**config.mk**
```make
export PLATFORM = sky130hd
export DESIGN_NAME = hazard_ctrl_flat
export DESIGN_NICKNAME = d
export VERILOG_FILES = /design/src/rtl/hazard_ctrl_pkg.sv /design/src/rtl/hazard_ctrl_if.sv /design/src/rtl/hazard_ctrl.sv /design/src/flat_wrapper.sv
export SDC_FILE = /design/constraint.sdc
export NUM_CORES = 1
export LEC_CHECK = 0
export CAP_MARGIN = 40
export CORE_MARGIN = 10
export CORE_UTILIZATION = 45
export DETAILED_ROUTE_END_ITERATION = 8
export GPL_ROUTABILITY_DRIVEN = 0
export PLACE_DENSITY = 0.83
export SLEW_MARGIN = 20
export SYNTH_ARGS = -nofsm -noshare
export SYNTH_HDL_FRONTEND = slang
export SYNTH_SLANG_ARGS = --single-unit
```
**constraint.sdc**
```tcl
create_clock -name clk -period 2.45 [get_ports clk]
set_clock_uncertainty 0.05 [all_clocks]
set_input_delay 0.245 -clock clk [delete_from_list [all_inputs] [get_ports clk]]
set_output_delay 0.245 -clock clk [all_outputs]
set_load 0.05 [all_outputs]
```
**src/rtl/hazard_ctrl_pkg.sv**
```systemverilog
// Shared types for the pipeline hazard controller.
package hazard_ctrl_pkg;

  typedef logic       Signal;
  typedef logic [4:0] RegAddr;

  typedef enum logic {
    RUN  = 1'b0,
    BUSY = 1'b1
  } HazState;

  // Load in X writes a register that the D instruction reads; $0 is never a hazard.
  function automatic Signal f_load_use(Signal is_load, RegAddr rd,
                                       Signal uses_rs, RegAddr rs,
                                       Signal uses_rt, RegAddr rt);
    return is_load && (rd != '0) &&
           ((uses_rs && (rs == rd)) || (uses_rt && (rt == rd)));
  endfunction

endpackage

```
**src/rtl/hazard_ctrl_if.sv**
```systemverilog
// Pipeline <-> hazard controller signal bundle.
interface hazard_ctrl_if #(parameter int PERF_W = 32);
  import hazard_ctrl_pkg::*;

  RegAddr              d_rs_a;
  RegAddr              d_rt_a;
  Signal               d_uses_rs;
  Signal               d_uses_rt;
  Signal               x_is_load;
  RegAddr              x_rd_a;
  Signal               x_jmp;
  Signal               x_muldiv;
  Signal               mem_wait;

  Signal               pc_stall;
  Signal               fd_stall;
  Signal               fd_bubble;
  Signal               dx_stall;
  Signal               dx_bubble;
  Signal               xm_stall;
  Signal               xm_bubble;
  Signal               muldiv_busy;
  logic [PERF_W-1:0]   stall_cycles;

  // Pipeline side: reports stage status, obeys stall/bubble controls.
  modport master (
    output d_rs_a, d_rt_a, d_uses_rs, d_uses_rt, x_is_load, x_rd_a,
           x_jmp, x_muldiv, mem_wait,
    input  pc_stall, fd_stall, fd_bubble, dx_stall, dx_bubble,
           xm_stall, xm_bubble, muldiv_busy, stall_cycles
  );

  // Controller side.
  modport slave (
    input  d_rs_a, d_rt_a, d_uses_rs, d_uses_rt, x_is_load, x_rd_a,
           x_jmp, x_muldiv, mem_wait,
    output pc_stall, fd_stall, fd_bubble, dx_stall, dx_bubble,
           xm_stall, xm_bubble, muldiv_busy, stall_cycles
  );

endinterface

```
**src/rtl/hazard_ctrl.sv**
```systemverilog
// Hazard controller: prioritised stall/bubble generation for FD/DX/XM and PC,
// mul/div occupancy FSM and a saturating stall-cycle counter.
module hazard_ctrl
  import hazard_ctrl_pkg::*;
#(
  parameter int MULDIV_LAT = 4,
  parameter int PERF_W     = 32
) (
  input  logic         clk,
  input  logic         rst,
  hazard_ctrl_if.slave hz
);

  localparam int CNT_W = (MULDIV_LAT > 2) ? $clog2(MULDIV_LAT) : 1;

  HazState           r_state;
  logic [CNT_W-1:0]  r_busy_cnt;
  logic [PERF_W-1:0] r_stall_cycles;

  HazState           w_state_nxt;
  logic [CNT_W-1:0]  w_cnt_nxt;
  Signal             w_load_use;
  Signal             w_pc_stall, w_fd_stall, w_fd_bubble;
  Signal             w_dx_stall, w_dx_bubble, w_xm_stall, w_xm_bubble;

  assign w_load_use = f_load_use(hz.x_is_load, hz.x_rd_a,
                                 hz.d_uses_rs, hz.d_rs_a,
                                 hz.d_uses_rt, hz.d_rt_a);

  // State, busy countdown and perf counter; reset drops straight back to RUN.
  always_ff @(posedge clk or posedge rst) begin
    if (rst) begin
      r_state        <= RUN;
      r_busy_cnt     <= '0;
      r_stall_cycles <= '0;
    end else begin
      r_state    <= w_state_nxt;
      r_busy_cnt <= w_cnt_nxt;
      if (w_pc_stall && (r_stall_cycles != '1))
        r_stall_cycles <= r_stall_cycles + PERF_W'(1);
    end
  end

  // Next-state and outputs: one priority rule wins per cycle.
  always_comb begin
    w_state_nxt = r_state;
    w_cnt_nxt   = r_busy_cnt;
    w_pc_stall  = 1'b0;
    w_fd_stall  = 1'b0;
    w_fd_bubble = 1'b0;
    w_dx_stall  = 1'b0;
    w_dx_bubble = 1'b0;
    w_xm_stall  = 1'b0;
    w_xm_bubble = 1'b0;
    if (rst) begin
      w_fd_bubble = 1'b1;
      w_dx_bubble = 1'b1;
      w_xm_bubble = 1'b1;
    end else if (hz.mem_wait) begin
      // Freeze everything, including the mul/div countdown.
      w_pc_stall = 1'b1;
      w_fd_stall = 1'b1;
      w_dx_stall = 1'b1;
      w_xm_stall = 1'b1;
    end else if ((r_state == BUSY) || hz.x_muldiv) begin
      // X is occupied: hold the front end, feed a bubble into M.
      w_pc_stall  = 1'b1;
      w_fd_stall  = 1'b1;
      w_dx_stall  = 1'b1;
      w_xm_bubble = 1'b1;
      if (r_state == RUN) begin
        w_state_nxt = BUSY;
        w_cnt_nxt   = CNT_W'(MULDIV_LAT - 2);
      end else if (r_busy_cnt == '0) begin
        w_state_nxt = RUN;
      end else begin
        w_cnt_nxt = r_busy_cnt - CNT_W'(1);
      end
    end else if (hz.x_jmp) begin
      // Flush wrong-path D and X; PC is free to load the target.
      w_fd_bubble = 1'b1;
      w_dx_bubble = 1'b1;
    end else if (w_load_use) begin
      w_pc_stall  = 1'b1;
      w_fd_stall  = 1'b1;
      w_dx_bubble = 1'b1;
    end
  end

  assign hz.pc_stall     = w_pc_stall;
  assign hz.fd_stall     = w_fd_stall;
  assign hz.fd_bubble    = w_fd_bubble;
  assign hz.dx_stall     = w_dx_stall;
  assign hz.dx_bubble    = w_dx_bubble;
  assign hz.xm_stall     = w_xm_stall;
  assign hz.xm_bubble    = w_xm_bubble;
  assign hz.muldiv_busy  = !rst && (r_state == BUSY);
  assign hz.stall_cycles = r_stall_cycles;

endmodule

```
**src/flat_wrapper.sv**
```systemverilog
// flat-port wrapper written by rule: the top's interface ports become plain ports
module hazard_ctrl_flat import hazard_ctrl_pkg::*;
#(
  parameter int MULDIV_LAT = 4,
  parameter int PERF_W     = 32
)
  (clk, rst, hz_d_rs_a, hz_d_rt_a, hz_d_uses_rs, hz_d_uses_rt, hz_x_is_load, hz_x_rd_a, hz_x_jmp, hz_x_muldiv, hz_mem_wait, hz_pc_stall, hz_fd_stall, hz_fd_bubble, hz_dx_stall, hz_dx_bubble, hz_xm_stall, hz_xm_bubble, hz_muldiv_busy, hz_stall_cycles);
  hazard_ctrl_if #(.PERF_W(PERF_W)) hz_i ();
  input  logic clk;
  input  logic rst;
  input wire logic [$bits(hz_i.d_rs_a)-1:0] hz_d_rs_a;
  input wire logic [$bits(hz_i.d_rt_a)-1:0] hz_d_rt_a;
  input wire logic [$bits(hz_i.d_uses_rs)-1:0] hz_d_uses_rs;
  input wire logic [$bits(hz_i.d_uses_rt)-1:0] hz_d_uses_rt;
  input wire logic [$bits(hz_i.x_is_load)-1:0] hz_x_is_load;
  input wire logic [$bits(hz_i.x_rd_a)-1:0] hz_x_rd_a;
  input wire logic [$bits(hz_i.x_jmp)-1:0] hz_x_jmp;
  input wire logic [$bits(hz_i.x_muldiv)-1:0] hz_x_muldiv;
  input wire logic [$bits(hz_i.mem_wait)-1:0] hz_mem_wait;
  output wire logic [$bits(hz_i.pc_stall)-1:0] hz_pc_stall;
  output wire logic [$bits(hz_i.fd_stall)-1:0] hz_fd_stall;
  output wire logic [$bits(hz_i.fd_bubble)-1:0] hz_fd_bubble;
  output wire logic [$bits(hz_i.dx_stall)-1:0] hz_dx_stall;
  output wire logic [$bits(hz_i.dx_bubble)-1:0] hz_dx_bubble;
  output wire logic [$bits(hz_i.xm_stall)-1:0] hz_xm_stall;
  output wire logic [$bits(hz_i.xm_bubble)-1:0] hz_xm_bubble;
  output wire logic [$bits(hz_i.muldiv_busy)-1:0] hz_muldiv_busy;
  output wire logic [$bits(hz_i.stall_cycles)-1:0] hz_stall_cycles;
  assign hz_i.d_rs_a = hz_d_rs_a;
  assign hz_i.d_rt_a = hz_d_rt_a;
  assign hz_i.d_uses_rs = hz_d_uses_rs;
  assign hz_i.d_uses_rt = hz_d_uses_rt;
  assign hz_i.x_is_load = hz_x_is_load;
  assign hz_i.x_rd_a = hz_x_rd_a;
  assign hz_i.x_jmp = hz_x_jmp;
  assign hz_i.x_muldiv = hz_x_muldiv;
  assign hz_i.mem_wait = hz_mem_wait;
  assign hz_pc_stall = hz_i.pc_stall;
  assign hz_fd_stall = hz_i.fd_stall;
  assign hz_fd_bubble = hz_i.fd_bubble;
  assign hz_dx_stall = hz_i.dx_stall;
  assign hz_dx_bubble = hz_i.dx_bubble;
  assign hz_xm_stall = hz_i.xm_stall;
  assign hz_xm_bubble = hz_i.xm_bubble;
  assign hz_muldiv_busy = hz_i.muldiv_busy;
  assign hz_stall_cycles = hz_i.stall_cycles;
  hazard_ctrl #(.MULDIV_LAT(MULDIV_LAT), .PERF_W(PERF_W)) u_core (.clk(clk), .rst(rst), .hz(hz_i));
endmodule
```
==> results.yml <==
cts:
  cts.sinks: 35
  post_cts.repair.setup_buffers: 0
  cts_resized: 0
  cts-htree-levels: 2
  cts_made_buffers: 5
  cts-hold-fix-buffers: 0
  clkLatencyLatePin_ns: 0.28
  cts.path.max_buffers: 2
  cts.clk_slew.worst_paths_ns: 0.06
  cts_root_buffer: "clkbuf_8"
  tritoncts: "built"
routing:
  drt_wl_total_mm: 5.044
  firstDrtPassIters: 4
  drt_iter0_drc: 103
  wl_per_cell_um: 16.01
  antenna_left: 0
  via_count: 1690
  drcViolationCount: 0
  vias_per_cell: 5.365
timing:
  final_hold_viol_count: 0
  setup_violations: 0
  grt_setup_unrepaired: "false"
  finalCriticalPeriod_ns: 2.298
  tightest_slew_ns: 0.5434
  worst_slack_ns: 0.1516
  whs_ns: 0.4361
  slew_headroom_pct: 63.66
  fmax_mhz: 435.1
  fin_setup_tns_ns: 0
  slew_viol_final: 0
  finalCritPeriodShare_pct: 93.81
power_and_ir_drop:
  p_int_mw: 1.162
  swShare_pct: 35.47
  combPwrFrac_pct: 35.8
  p_clk_share_pct: 25.3
  finalPower_mw: 1.801
  vdd_drop_max_mv: 0.2896
  leakagePower_nw: 1.220
  p_switching_mw: 0.6386
  pwr_density_cell_nw_per_um2: 650.3
  power_frac_seq_pct: 38.9
global_routing:
  grt.overflow.total: 0
  grt_start_max_net_pins: 36
  grt_pass1_wl_mm: 8.383
  grt_pass1_vias: 1814
  track_usage_pct: 14.01
  antenna_found_initial: 0
setup_path:
  arrival_ns: 2.00
  start_kind: "input pin"
  cp_max_fo: 9
  path_class: "input pin to output port"
  cp.required_ns: 2.15
  critPathCaptureType: "output port"
place:
  placedCellCount: 307
  place.detailed.hpwl_mm: 3.951
  dpl_worst_slack_ns: -0.01392
  io_buffers: 62
die:
  rows: 23
  die_height_um: 84.58
  start_util_pct: 46.58
  pin_count: 63
  die-area_um2: 7154
  die_w_um: 84.58
  core_um2: 4029
layout:
  antennaDiodeCount: 0
  mostFrequentLayoutCells: "55 x clkdlybuf4s50_1, 35 x dfrtp_1, 28 x xnor2_1"
  final_common_cell: "clkdlybuf4s50_1"
  fin_cells: 315
  final_net_count: 289
  syn_to_final_growth_pct: 47.53
  final_layout_size_suffix_gt1_share_pct: 10.19
synthesis:
  synth-xor-area-share_pct: 19.13
  synth_top_family_by_area: "simple AND/OR/NAND/NOR gates"
  ys_types: 32
  synth-simple-area-share_pct: 25.20
  ys_seq_area_share_pct: 46.67
  synth.cell_area_um2: 1877
  muxShareOfSynthArea_pct: 0.5333
  synthesis.nets: 213
  synth_cells: 188
  synth-compound-area-share_pct: 4.933
  ys.flop_type: "dfrtp_1"
  synthArstFlopShare_pct: 100.0
  ys_warn_count: 0
  synthAdderAreaFrac_pct: 1.333
  syn_area_per_cell_um2: 9.983
  synth_edf_count: 0
  ys_seq_elements: 35
outcome:
  run_status: "completed"
job:
  drv_cap: 0
hold_path:
  hold_path_class: "flip-flop to flip-flop"
## per-stage QoR
stage	cell area [µm²]	util, %
5_1_grt	2769	68.73
3_3_place_gp	2669	66.24
4_1_cts	2769	68.73
6_report	2769	68.73
3_5_place_dp	2669	66.24
2_1_floorplan	1879	-
## power groups by stage
stage | clock (mW) | sequential, mW | combinational, mW
6_report | 0.456 | 0.701 | 0.644
5_1_grt | 0.493 | 0.712 | 0.686
4_1_cts | 0.467 | 0.700 | 0.652
3_5_place_dp | 0 | 0.710 | 0.649
3_3_place_gp | 0 | 0.708 | 0.633
2_1_floorplan | 0 | 0.841 | 0.258
## final timing paths
kind,startpoint,to,slack [ns],cells after the start
setup reg to reg,u_core.hz.stall_cycles[1]$_DFFE_PP0P_,u_core.hz.stall_cycles[11]$_DFFE_PP0P_,0.19,8
hold reg to reg,u_core.hz.stall_cycles[21]$_DFFE_PP0P_,u_core.hz.stall_cycles[21]$_DFFE_PP0P_,0.44,1
max in group asynchronous,rst,u_core.hz.stall_cycles[5]$_DFFE_PP0P_,1.48,4
hold / removal,u_core.hz.stall_cycles[21]$_DFFE_PP0P_,u_core.hz.stall_cycles[21]$_DFFE_PP0P_,0.44,1
min in group asynchronous,rst,u_core.r_busy_cnt[0]$_DFFE_PP0P_,0.55,4
setup / recovery,hz_x_rd_a[0],hz_pc_stall,0.15,7
## kinds of logic after synthesis
kind of cell | count (synthesis)
buffers and inverters | 8
flip-flops | 35
multiplexers | 1
XOR/XNOR | 41
AND/OR/NAND/NOR | 89
adder cells (fa/ha/maj) | 2
AO/OA/AOI/OAI | 12
## worst max-delay path: stages
cell             delay, ns
clkdlybuf4s50_1       0.46
or4_1                 0.56
o211a_1               0.26
nor2_1                0.12
nor2_2                0.06
buf_12                0.15
buf_12                0.14
## flip-flops by register name, summed over array words and instances, names as in the netlist
name                    flops
u_core.hz.stall_cycles     32
u_core.r_busy_cnt           2
u_core.r_state              1
## routing by layer
metal | vias to the layer above | share of wire, % | track usage, %
met4 | 0 | 1.0 | 4.940
li1 | 816 | - | -
met3 | 5 | 7.9 | 5.797
met1 | 820 | 38 | 14.22
met5 | - | 0 | 0
met2 | 49 | 53 | 25.12
## cell usage after synthesis, drive strengths merged (2+ instances only)
cell	n	area share, %
dfrtp	35	47
xnor2	28	13
nand3	16	4.3
nor2	16	3.3
nand2	14	2.8
xor2	13	6.1
nand4	10	3.3
nor3	8	2.1
and3	6	2.0
and4	6	2.8
inv	6	1.2
and2	4	1.3
a21oi	3	0.80
nor4	3	1.0
buf	2	1.0
ha	2	1.3
o22ai	2	0.67
or2	2	0.80
or3	2	0.67
## final cells by class
type	count	area [µm²]
clock buffers	8	100.1
fillers	335	1260
inverters	6	22.52
multi-input cells	145	962.2
flip-flops and latches	35	875.8
well taps	50	62.56
repair buffers	71	745.7
No activity file was read; power rests on OpenSTA's default activity.
